==> src/rtl/display_scanout.sv <==
// display_scanout: reads a 64x32 monochrome framebuffer from memory one byte
// at a time and streams it as pixels (MSB first) over a valid/ready port.
// Optional build macro SCANOUT_PREFETCH_EN: while the current byte is being
// shifted out, the next byte is fetched into a one-entry buffer so that the
// pixel stream has no bubbles between bytes.
module display_scanout #(
    parameter logic [11:0] FB_OFFSET = 12'h100,
    parameter int          FB_BYTES  = 256
) (
    input  logic        clk,
    input  logic        rst_n,
    input  logic        frame_start,
    output logic        scan_busy,
    output logic        frame_done,
    output logic        mem_read,
    output logic [11:0] mem_read_addr,
    input  logic [7:0]  mem_read_data,
    input  logic        mem_read_ack,
    output logic        pix_valid,
    input  logic        pix_ready,
    output logic        pix_data,
    output logic [5:0]  pix_x,
    output logic [4:0]  pix_y
);

    typedef enum logic [1:0] {
        IDLE  = 2'd0,
        FETCH = 2'd1,
        SHIFT = 2'd2,
        DONE  = 2'd3
    } state_t;

    localparam logic [7:0] LAST_IDX = 8'(FB_BYTES - 1);

    state_t      state_r, state_s;
    logic [7:0]  byte_idx_r, byte_idx_s;
    logic [2:0]  bit_pos_r, bit_pos_s;
    logic [7:0]  shift_r, shift_s;
    logic        mem_read_r, mem_read_s;
    logic [11:0] mem_addr_r, mem_addr_s;
    logic        pix_valid_r, pix_valid_s;
    logic        pix_data_r, pix_data_s;
    logic [5:0]  pix_x_r, pix_x_s;
    logic [4:0]  pix_y_r, pix_y_s;
    logic        busy_r, busy_s;
    logic        done_r, done_s;
    logic [7:0]  idx_inc_s;
    logic [2:0]  bit_inc_s;
    logic        ack_s;
`ifdef SCANOUT_PREFETCH_EN
    logic [7:0]  buf_r, buf_s;
    logic        buf_valid_r, buf_valid_s;
    logic        pf_issued_r, pf_issued_s;
`endif

    assign idx_inc_s = byte_idx_r + 8'd1;
    assign bit_inc_s = bit_pos_r + 3'd1;
    // An ack only counts while a read is actually outstanding.
    assign ack_s     = mem_read_ack & mem_read_r;

    // Next-state and next-output logic; every output is registered below.
    always_comb begin
        state_s     = state_r;
        byte_idx_s  = byte_idx_r;
        bit_pos_s   = bit_pos_r;
        shift_s     = shift_r;
        mem_read_s  = mem_read_r;
        mem_addr_s  = mem_addr_r;
        pix_valid_s = pix_valid_r;
        pix_data_s  = pix_data_r;
        pix_x_s     = pix_x_r;
        pix_y_s     = pix_y_r;
        busy_s      = busy_r;
        done_s      = 1'b0;
`ifdef SCANOUT_PREFETCH_EN
        buf_s       = buf_r;
        buf_valid_s = buf_valid_r;
        pf_issued_s = pf_issued_r;
`endif
        case (state_r)
            IDLE: begin
                if (frame_start) begin
                    state_s    = FETCH;
                    byte_idx_s = 8'd0;
                    mem_read_s = 1'b1;
                    mem_addr_s = FB_OFFSET;
                    busy_s     = 1'b1;
                end else begin
                    busy_s     = 1'b0;
                end
            end
            FETCH: begin
                if (ack_s) begin
                    state_s     = SHIFT;
                    mem_read_s  = 1'b0;
                    shift_s     = mem_read_data;
                    pix_data_s  = mem_read_data[7];
                    pix_x_s     = {byte_idx_r[2:0], 3'd0};
                    pix_y_s     = byte_idx_r[7:3];
                    bit_pos_s   = 3'd0;
                    pix_valid_s = 1'b1;
`ifdef SCANOUT_PREFETCH_EN
                    pf_issued_s = 1'b0;
`endif
                end else begin
                    mem_read_s  = 1'b1;
                end
            end
            SHIFT: begin
`ifdef SCANOUT_PREFETCH_EN
                // Background fetch of the following byte into the buffer.
                if (ack_s) begin
                    buf_s       = mem_read_data;
                    buf_valid_s = 1'b1;
                    mem_read_s  = 1'b0;
                end else if (!pf_issued_r && (byte_idx_r != LAST_IDX)) begin
                    mem_read_s  = 1'b1;
                    mem_addr_s  = FB_OFFSET + {4'd0, idx_inc_s};
                    pf_issued_s = 1'b1;
                end else begin
                    pf_issued_s = pf_issued_r;
                end
`endif
                if (pix_ready) begin
                    if (bit_pos_r != 3'd7) begin
                        shift_s    = {shift_r[6:0], 1'b0};
                        pix_data_s = shift_r[6];
                        bit_pos_s  = bit_inc_s;
                        pix_x_s    = {byte_idx_r[2:0], bit_inc_s};
                    end else if (byte_idx_r == LAST_IDX) begin
                        state_s     = DONE;
                        pix_valid_s = 1'b0;
                        done_s      = 1'b1;
                        byte_idx_s  = 8'd0;
                        mem_read_s  = 1'b0;
                    end else begin
                        byte_idx_s = idx_inc_s;
`ifdef SCANOUT_PREFETCH_EN
                        if (buf_valid_r || ack_s) begin
                            // Next byte already here: continue without a bubble.
                            shift_s     = buf_valid_r ? buf_r : mem_read_data;
                            pix_data_s  = buf_valid_r ? buf_r[7] : mem_read_data[7];
                            pix_x_s     = {idx_inc_s[2:0], 3'd0};
                            pix_y_s     = idx_inc_s[7:3];
                            bit_pos_s   = 3'd0;
                            buf_valid_s = 1'b0;
                            pf_issued_s = 1'b0;
                            mem_read_s  = 1'b0;
                        end else begin
                            // Prefetch still outstanding: wait for it in FETCH.
                            state_s     = FETCH;
                            pix_valid_s = 1'b0;
                            mem_read_s  = 1'b1;
                            mem_addr_s  = FB_OFFSET + {4'd0, idx_inc_s};
                            pf_issued_s = 1'b0;
                        end
`else
                        state_s     = FETCH;
                        pix_valid_s = 1'b0;
                        mem_read_s  = 1'b1;
                        mem_addr_s  = FB_OFFSET + {4'd0, idx_inc_s};
`endif
                    end
                end else begin
                    pix_valid_s = 1'b1;
                end
            end
            DONE: begin
                state_s = IDLE;
                busy_s  = 1'b0;
            end
            default: begin
                state_s     = IDLE;
                mem_read_s  = 1'b0;
                pix_valid_s = 1'b0;
                busy_s      = 1'b0;
            end
        endcase
    end

    // State and output registers; reset clears everything at once.
    always_ff @(posedge clk or negedge rst_n) begin
        if (!rst_n) begin
            state_r     <= IDLE;
            byte_idx_r  <= 8'd0;
            bit_pos_r   <= 3'd0;
            shift_r     <= 8'd0;
            mem_read_r  <= 1'b0;
            mem_addr_r  <= 12'd0;
            pix_valid_r <= 1'b0;
            pix_data_r  <= 1'b0;
            pix_x_r     <= 6'd0;
            pix_y_r     <= 5'd0;
            busy_r      <= 1'b0;
            done_r      <= 1'b0;
        end else begin
            state_r     <= state_s;
            byte_idx_r  <= byte_idx_s;
            bit_pos_r   <= bit_pos_s;
            shift_r     <= shift_s;
            mem_read_r  <= mem_read_s;
            mem_addr_r  <= mem_addr_s;
            pix_valid_r <= pix_valid_s;
            pix_data_r  <= pix_data_s;
            pix_x_r     <= pix_x_s;
            pix_y_r     <= pix_y_s;
            busy_r      <= busy_s;
            done_r      <= done_s;
        end
    end

`ifdef SCANOUT_PREFETCH_EN
    // One-entry prefetch buffer and its bookkeeping.
    always_ff @(posedge clk or negedge rst_n) begin
        if (!rst_n) begin
            buf_r       <= 8'd0;
            buf_valid_r <= 1'b0;
            pf_issued_r <= 1'b0;
        end else begin
            buf_r       <= buf_s;
            buf_valid_r <= buf_valid_s;
            pf_issued_r <= pf_issued_s;
        end
    end
`endif

    assign scan_busy     = busy_r;
    assign frame_done    = done_r;
    assign mem_read      = mem_read_r;
    assign mem_read_addr = mem_addr_r;
    assign pix_valid     = pix_valid_r;
    assign pix_data      = pix_data_r;
    assign pix_x         = pix_x_r;
    assign pix_y         = pix_y_r;

endmodule

==> config.mk <==
export PLATFORM = sky130hd
export DESIGN_NAME = display_scanout
export DESIGN_NICKNAME = d
export VERILOG_FILES = /design/src/rtl/display_scanout.sv
export SDC_FILE = /design/constraint.sdc
export NUM_CORES = 1
export LEC_CHECK = 0
export ABC_AREA = 1
export BUFFER_PORTS_ARGS = -buffer_cell sky130_fd_sc_hd__buf_2
export CAP_MARGIN = 20
export CORE_MARGIN = 1.5
export CORE_UTILIZATION = 49
export DETAILED_ROUTE_END_ITERATION = 7
export PLACE_DENSITY = 0.72
export SKIP_LAST_GASP = 1
export SYNTH_ARGS = -nofsm -noshare
export SYNTH_HDL_FRONTEND = slang
export SYNTH_SLANG_ARGS = --single-unit
==> constraint.sdc <==
create_clock -name clk -period 1.3 [get_ports clk]
set_input_delay 0.065 -clock clk [delete_from_list [all_inputs] [get_ports clk]]
set_output_delay 0.065 -clock clk [all_outputs]
set_load 0.01 [all_outputs]
==> results of run 1 <==
final cells by class:
cell class / instances / share of cell area [%]
inverters: 28 / 3.83
multi-input cells: 204 / 38.9
flip-flops and latches: 42 / 32.3
repair buffers: 88 / 18.6
clock inverters: 3 / 2.10
repair inverters: 1 / 0.191
clock buffers: 5 / 2.10
well taps: 52 / 1.99
where the power goes:
| part | leakage [nW] | switching [W] | internal [W] |
|---|---|---|---|
| Sequential | 0.552 | 0.000216 | 0.00161 |
| Combinational | 1.13 | 0.00221 | 0.00166 |
| Clock | 0.0683 | 0.000480 | 0.000770 |
stage by stage:
step	std cells	hold WS, ns	total power, W	worst slack (ns)	instance area, µm²
2_1_floorplan	279	-0.231	0.00350	-0.0754	2290
3_3_place_gp	394	0.0267	0.00423	-0.153	2740
3_5_place_dp	394	0.0289	0.00430	-0.188	2740
4_1_cts	416	0.00740	0.00624	-0.147	3110
5_1_grt	423	0.0309	0.00734	-0.273	3270
6_report	423	0.0151	0.00694	-0.233	3270
worst paths after layout:
| path | to | slack [ns] | startpoint |
|---|---|---|---|
| worst max-delay path | byte_idx_r[1] | -0.23 | state_r[0] |
| worst min-delay path | frame_done | 0.02 | pix_ready |
| worst max register to register | byte_idx_r[1] | -0.23 | state_r[0] |
| worst min register to register | mem_read_addr[8] | 0.47 | mem_read_addr[8] |
| max in group asynchronous | bit_pos_r[0] | 0.57 | rst_n |
| min in group asynchronous | mem_read_addr[0] | 0.23 | rst_n |
sequential cells by signal, summed over array words and instances, names as in the netlist:
register	flops
mem_read_addr	9
byte_idx_r	8
shift_r	7
pix_y	5
pix_x	4
bit_pos_r	2
state_r	2
frame_done	1
mem_read	1
pix_data	1
pix_valid	1
scan_busy	1
repair_timing:
| item | 4_1_cts | 5_1_grt |
|---|---|---|
| gates resized for setup | 34 | 40 |
| hold endpoints to repair | 17 | 0 |
| gates cloned | 2 | 1 |
| hold buffers | 1 | 0 |
| setup endpoints to repair | 37 | 40 |
| pin swaps | 24 | 20 |
| buffers inserted | 11 | 6 |
logic make-up after synthesis:
group	Yosys count	synth area share [%]
and+or+nand+nor	158	30.4
DFF	42	48.4
buffers and inverters	35	7.03
AOI/OAI and AO/OA	28	6.80
adders and majority gates	11	6.34
other	1	0.173
xor gates and xnor gates	1	0.403
muxes	1	0.518
per-layer routing:
metal,part of all wire [%],global-route usage [%],wire [µm],vias up
met4,2.3,6.97,136,0
li1,-,-,-,1041
met5,0,0,0,-
met1,43,32.0,2520,1012
met3,5.4,4.51,319,21
met2,50,40.7,2960,96
worst max-delay path, delay by kind of cell (launching register included):
kind                       cells  cell delay (ns)
and+or+nand+nor                4             0.42
adders and majority gates      1             0.21
buffers and inverters          3             0.33
AOI/OAI and AO/OA              1             0.07
DFF                            1             0.42
placed cells by master (no fill, tap or decap), types with 4 or more instances in the layout:
| cell | synthesis | layout |
|---|---|---|
| buf_2 | 2 | 37 |
| buf_4 | 5 | 42 |
| buf_6 | 0 | 7 |
| clkbuf_8 | 0 | 5 |
| dfrtp_1 | 42 | 39 |
| ha_4 | 0 | 7 |
| inv_1 | 24 | 19 |
| inv_4 | 0 | 6 |
| nand2_1 | 119 | 93 |
| nand2_2 | 4 | 22 |
| nand2_4 | 1 | 9 |
| nand3_1 | 9 | 8 |
| nor2_1 | 19 | 17 |
| nor2_4 | 3 | 4 |
| o21ai_0 | 19 | 6 |
| o21ai_1 | 6 | 15 |
==> out/metrics.cfg, run 1 <==
[place]
port_buffers=37
hpwl_um=3580
gp_congestion=0.835

[sta]
hold_violations=0
period_needed_ns=1.53
min_period_over_period_pct=118
finClkSkew_ns=0.00898
setup_violations=39
tns_ns=-5.73
rsz0062_at_grt=yes
max_freq_ghz=0.652
timing.final.ws_setup_ns=-0.233
final_max_slew_viol_count=0

[detailed_routing]
drt-vias-per-instance=5.13
vias=2170
drtIter0Drc=169
routed_wl_um=5930
wl_per_cell_um=14.0
antenna_left=0
drcViolationCount=0
drtPass1Iterations=5

[synth]
ys_top_cells_by_count=119 x nand2_1, 42 x dfrtp_1, 24 x inv_1
yosysSeqAreaShare_pct=48.4
synth-seq-cells=42
yosys.cell_count.top_type=nand2_1
synthCells=277
yosysWarnings=0
synth_top_cell_by_area=dfrtp_1
yosys-top-cells-area=dfrtp_1 48%, nand2_1 21%, ha_1 6.3%
synth_edf_count=0
ys.flop_type=dfrtp_1
avgSynthCellArea_um2=7.84
synth_area_um2=2170
ys_types=21
synthArstFlopShare_pct=100
synth_top_area_share_pct=48.4

[cts]
insertion_delay_ns=0.30
root_buffer=clkbuf_8
htreeDepth=2
cts_buffer_depth=2
cts_made_buffers=5
clk_pin_slew_worst_paths_ns=0.09
cts_tree=done
clkSinkCount=42

[finish]
antennaDiodeCount=0
num-fill-cells=300
multi_input_area_um2=1270
drive_above_1_share_pct=43.7
area_delta_synth_final_pct=50.5
register_area_um2=1050
final_net_count=394
utilization_pct=75.6

[global_routing]
track_usage_pct=24.2
grt_pass1_wl_um=9430
grt_max_degree=26
antenna_found_initial=0
overflow=0
grt_pass1_vias=2088

[min_path]
holdPathStages=3
hold_path_class=in -> reg

[critical_path]
crit_required_ns=1.54
arrival_ns=1.78
r2r_cells=9
critPathKind=reg -> reg
startpoint_type=flip-flop
max_stage_delay_ns=0.42
worst_path_max_delay_cell=dfrtp_1
crit_chain=inv_4 -> ha_4 -> inv_4 -> nand2_4 -> o21ai_2 -> nor2_4 -> buf_6 -> nand2_1 -> nand2_1
cp_max_fo=6
critPathCaptureType=flip-flop

[power]
total_leakage_power_nw=1.75
p_per_area_nw_per_um2=2120
ir_worst_vdd_v=0.00141

[floorplan]
die_area_um2=4840
core_um2=4320
row_count=24
die_w_um=69.6
die_height_um=69.6
io_pins=41
start_util_pct=50.2

[outcome]
status=finished, violations left
violations=setup timing

[flow_run]
cap_viol_max_count=0

Power figures use the tool's default switching activity.
==> run 2: changes to the inputs <==
- CELL_PAD_IN_SITES_DETAIL_PLACEMENT: not set -> 1
- CELL_PAD_IN_SITES_GLOBAL_PLACEMENT: not set -> 1
- CORE_UTILIZATION: 49 -> 36
==> run 2 against run 1 <==
- the flow still finishes with violations (setup timing)
- routed wire length increased by 17%
- clock-buffer cell count increased by 2
- power decreased by 3.9%
- flip-flop and latch count unchanged
- utilization decreased by 20 points
- maximum frequency increased by 0.42%
- non-clock buffer count increased by 4
- critical path depth unchanged
- final area increased by 0.38%
- worst hold slack improved by 0.017 ns
- critical path type unchanged
- largest cell class unchanged
- highest routed layer unchanged
==> out/metrics.cfg, run 2 (synthesis results as in run 1) <==
[floorplan]
die_area_um2=6510
die_w_um=80.7
row_count=28
io_pins=41
core_um2=5890
start_util_pct=36.9
die_height_um=80.7

[detailed_routing]
drt-vias-per-instance=4.77
vias=2136
drtIter0Drc=78
antenna_left=0
drtPass1Iterations=4
drcViolationCount=0
wl_per_cell_um=15.5
routed_wl_um=6950

[sta]
min_period_over_period_pct=117
tns_ns=-6.55
hold_violations=0
max_freq_ghz=0.655
period_needed_ns=1.53
setup_violations=41
timing.final.ws_setup_ns=-0.227
finClkSkew_ns=0.00414
rsz0062_at_grt=yes
final_max_slew_viol_count=0

[finish]
antennaDiodeCount=0
final_net_count=396
drive_above_1_share_pct=44.2
mostFrequentLayoutCell=nand2_1
stdcell_count=448
utilization_pct=55.8
largest_reg_flops=9
final_cell_mix=94 x nand2_1, 44 x buf_4, 39 x dfrtp_1
area_delta_synth_final_pct=51.1

[cts]
cts_buffer_depth=2
insertion_delay_ns=0.30
htreeDepth=2
cts_tree=done
root_buffer=clkbuf_8
cts_made_buffers=5
clkSinkCount=42
clk_pin_slew_worst_paths_ns=0.09

[power]
ir_worst_vdd_v=0.00103
p_per_area_nw_per_um2=2030
total_leakage_power_nw=1.75

[global_routing]
overflow=0
grt_max_degree=43
grt_pass1_wl_um=10500
antenna_found_initial=0
track_usage_pct=21.6
grt_pass1_vias=2094

[place]
dp.cells=424
gp_congestion=0.804
place_ws_ns=-0.221
hpwl_um=4540
port_buffers=37

[critical_path]
critPathKind=reg -> reg
critPathCaptureType=flip-flop
startpoint_type=flip-flop
rrSetupSlack_ns=-0.23
cp_max_fo=4
crit_required_ns=1.50
arrival_ns=1.72

[outcome]
status=finished, violations left
violations=setup timing

[flow_run]
cap_viol_max_count=0

[min_path]
hold_path_class=in -> reg

-- run 2: changes by cell type in the layout (fill, tap and decap cells not counted), moves of 2 or more --
cell,before,now
o21ai_0,6,10
bufinv_16,2,0
buf_4,42,44
nand2_8,2,0
o21ai_2,3,6
inv_4,6,4
o21ai_1,15,8
-- run 2: final timing paths --
path | start | endpoint | depth (start not counted)
max in group asynchronous | rst_n | shift_r[1] | 3
worst max register to register | byte_idx_r[0] | byte_idx_r[3] | 9
min in group asynchronous | rst_n | scan_busy | 3
worst max-delay path | byte_idx_r[0] | byte_idx_r[3] | 9
worst min register to register | pix_valid | pix_valid | 2
worst min-delay path | pix_ready | frame_done | 3
-- run 2: report_power, final --
part | internal [W] | switching, W
logic | 0.00176 | 0.00216
registers | 0.00161 | 0.000222
clock network | 0.000440 | 0.000486
-- run 2: timing repair --
item,in CTS,in global routing
hold endpoints to repair,43,0
setup endpoints to repair,41,41
buffers inserted,6,7
pin swaps,17,12
hold buffers,2,0
cloned,1,0
resized for setup,43,28
-- run 2: area by class of cell --
| class | instances | area, µm² |
|---|---|---|
| flip-flops and latches | 42 | 1050 |
| multi-input cells | 203 | 1260 |
| repair buffers | 92 | 658 |
| clock buffers | 7 | 86.3 |
| clock inverters | 1 | 8.76 |
| well taps | 75 | 93.8 |
| fillers | 720 | 2600 |
| inverters | 28 | 123 |
-- run 2: per-stage QoR --
step	hold slack, ns	total power [W]	area (µm²)
floorplan	-0.231	0.00350	2290
global placement	0.0603	0.00446	2840
detailed placement	0.0625	0.00458	2840
CTS	0.0131	0.00614	3140
global route	0.0546	0.00711	3280
finish	0.0322	0.00668	3280
-- run 2: per-layer routing --
layer | GRT usage [%] | share of wire (%)
met1 | 27.3 | 43
met2 | 37.9 | 51
met3 | 3.98 | 4.0
met4 | 5.17 | 1.9
met5 | 0 | 0
-- run 2: worst max-delay path, cell delays in order, from the launching register on --
cell and delay, ns:
dfrtp_1 0.41, ha_2 0.23, nand2_2 0.09, nor2_4 0.13, nand2_1 0.10, nand2_2 0.13
nor2_1 0.06, buf_4 0.16, nand2_1 0.07, nand2_1 0.05
==> run 3: changes to the inputs <==
- PLACE_DENSITY: 0.72 -> not set
- PLACE_DENSITY_LB_ADDON: not set -> 0.1
==> run 3 against run 2 <==
- the flow still finishes with violations (setup timing)
- final cell count fell by 1.3%
- die area did not move
- utilization fell by 2.8 points
- sequential power fell by 2%
- setup slack got worse by 0.016 ns
- highest routed layer unchanged
==> out/metrics.cfg, run 3 (synthesis results as in run 1) <==
[place]
dp.cells=426
port_buffers=37
hpwl_um=4380
gp_congestion=0.811

[detailed_routing]
drtIter0Drc=61
wl_per_cell_um=14.2
antenna_left=0
drt-vias-per-instance=4.63
drcViolationCount=0
vias=2045
routed_wl_um=6270
drtPass1Iterations=4

[sta]
timing.final.ws_setup_ns=-0.243
min_period_over_period_pct=119
hold_violations=0
hold_slack_ns=0.0144
final_max_slew_viol_count=0
finClkSkew_ns=0.00691
max_freq_ghz=0.648
rsz0062_at_grt=yes
period_needed_ns=1.54
tns_ns=-6.37
setup_violations=40

[critical_path]
critPathCaptureType=flip-flop
crit_required_ns=1.54
arrival_ns=1.79
critPathKind=reg -> reg
cp_max_fo=5
startpoint_type=flip-flop

[outcome]
violations=setup timing
status=finished, violations left

[power]
p_total_w=0.00610
p_per_area_nw_per_um2=1960
comb_power_share_pct=53.4
p_clk_share_pct=17.2
ir_worst_vdd_v=0.000916
total_leakage_power_nw=1.66
switching_share_pct=41.4
p_int_w=0.00358
p_switching_w=0.00253
p_seq_share_pct=29.4

[cts]
htreeDepth=2
root_buffer=clkbuf_8
cts_made_buffers=5
clkSinkCount=42
cts_tree=done
insertion_delay_ns=0.30
cts_buffer_depth=2
clk_pin_slew_worst_paths_ns=0.08

[flow_run]
cap_viol_max_count=0

[floorplan]
start_util_pct=36.9
die_area_um2=6510
die_w_um=80.7
die_height_um=80.7
core_um2=5890
io_pins=41
row_count=28

[global_routing]
grt_pass1_wl_um=10100
grt_pass1_vias=2039
antenna_found_initial=0
grt_max_degree=43
track_usage_pct=20.6
overflow=0

[finish]
mostFrequentLayoutCell=nand2_1
largest_reg_flops=9
drive_above_1_share_pct=39.2
final_net_count=390
final_cell_mix=102 x nand2_1, 42 x buf_4, 39 x dfrtp_1
area_delta_synth_final_pct=43.6
stdcell_count=442
antennaDiodeCount=0

[min_path]
hold_path_class=in -> reg

-- run 3: repair_timing --
| action | 4_1_cts | 5_1_grt |
|---|---|---|
| gates resized for setup | 17 | 15 |
| setup endpoints to repair | 40 | 41 |
| endpoints found under the hold margin | 43 | 0 |
| pin swaps | 7 | 6 |
| buffers inserted | 2 | 2 |
| hold buffers | 2 | 0 |
| gates cloned | 2 | 0 |
-- run 3: power by group through the flow --
| stage | sequential (W) | combinational (W) | clock (W) |
|---|---|---|---|
| global placement | 0.00179 | 0.00266 | 0 |
| floorplan | 0.00187 | 0.00162 | 0 |
| finish | 0.00179 | 0.00326 | 0.00105 |
| detailed placement | 0.00181 | 0.00274 | 0 |
| global route | 0.00183 | 0.00364 | 0.00112 |
| CTS | 0.00180 | 0.00308 | 0.00108 |
-- run 3: layout make-up --
cell class | count | area (µm²)
Clock buffer | 7 | 76.3
Timing Repair Buffer | 85 | 574
Sequential cell | 42 | 1050
Inverter | 28 | 113
Clock inverter | 1 | 30.0
Multi-Input combinational cell | 203 | 1170
Timing Repair inverter | 1 | 7.51
Fill cell | 757 | 2770
Tap cell | 75 | 93.8
-- run 3: path summary, 6_finish.rpt --
kind	from	endpoint	slack, ns	cells after the start
min	mem_read_data[0]	shift_r[0]	0.01	3
max	state_r[1]	mem_read_addr[2]	-0.24	8
min reg2reg	mem_read_addr[8]	mem_read_addr[8]	0.48	2
min in group asynchronous	rst_n	scan_busy	0.26	3
max in group asynchronous	rst_n	bit_pos_r[1]	0.80	3
max reg2reg	state_r[1]	mem_read_addr[2]	-0.24	8
-- run 3: layer usage --
layer	vias up	GRT usage, %	part of all wire [%]
met5	-	0	0
met4	0	6.72	1.7
met3	10	3.64	3.6
met2	40	35.0	50
met1	971	26.1	45
li1	1024	-	-
-- run 3: stage by stage --
step | setup WS, ns | instance area (µm²) | util [%]
2_1_floorplan | -0.0754 | 2290 | -
3_3_place_gp | -0.154 | 2840 | 48.2
3_5_place_dp | -0.199 | 2840 | 48.2
4_1_cts | -0.206 | 3060 | 52.0
5_1_grt | -0.322 | 3120 | 53.0
6_report | -0.243 | 3120 | 53.0
-- run 3: critical path, stage by stage, from the launching register on --
cell	delay (ns)
dfrtp_2	0.47
buf_6	0.14
ha_4	0.18
nand2_4	0.08
nand3_4	0.11
nor2_4	0.22
buf_4	0.15
nand3_1	0.07
nand2_1	0.07
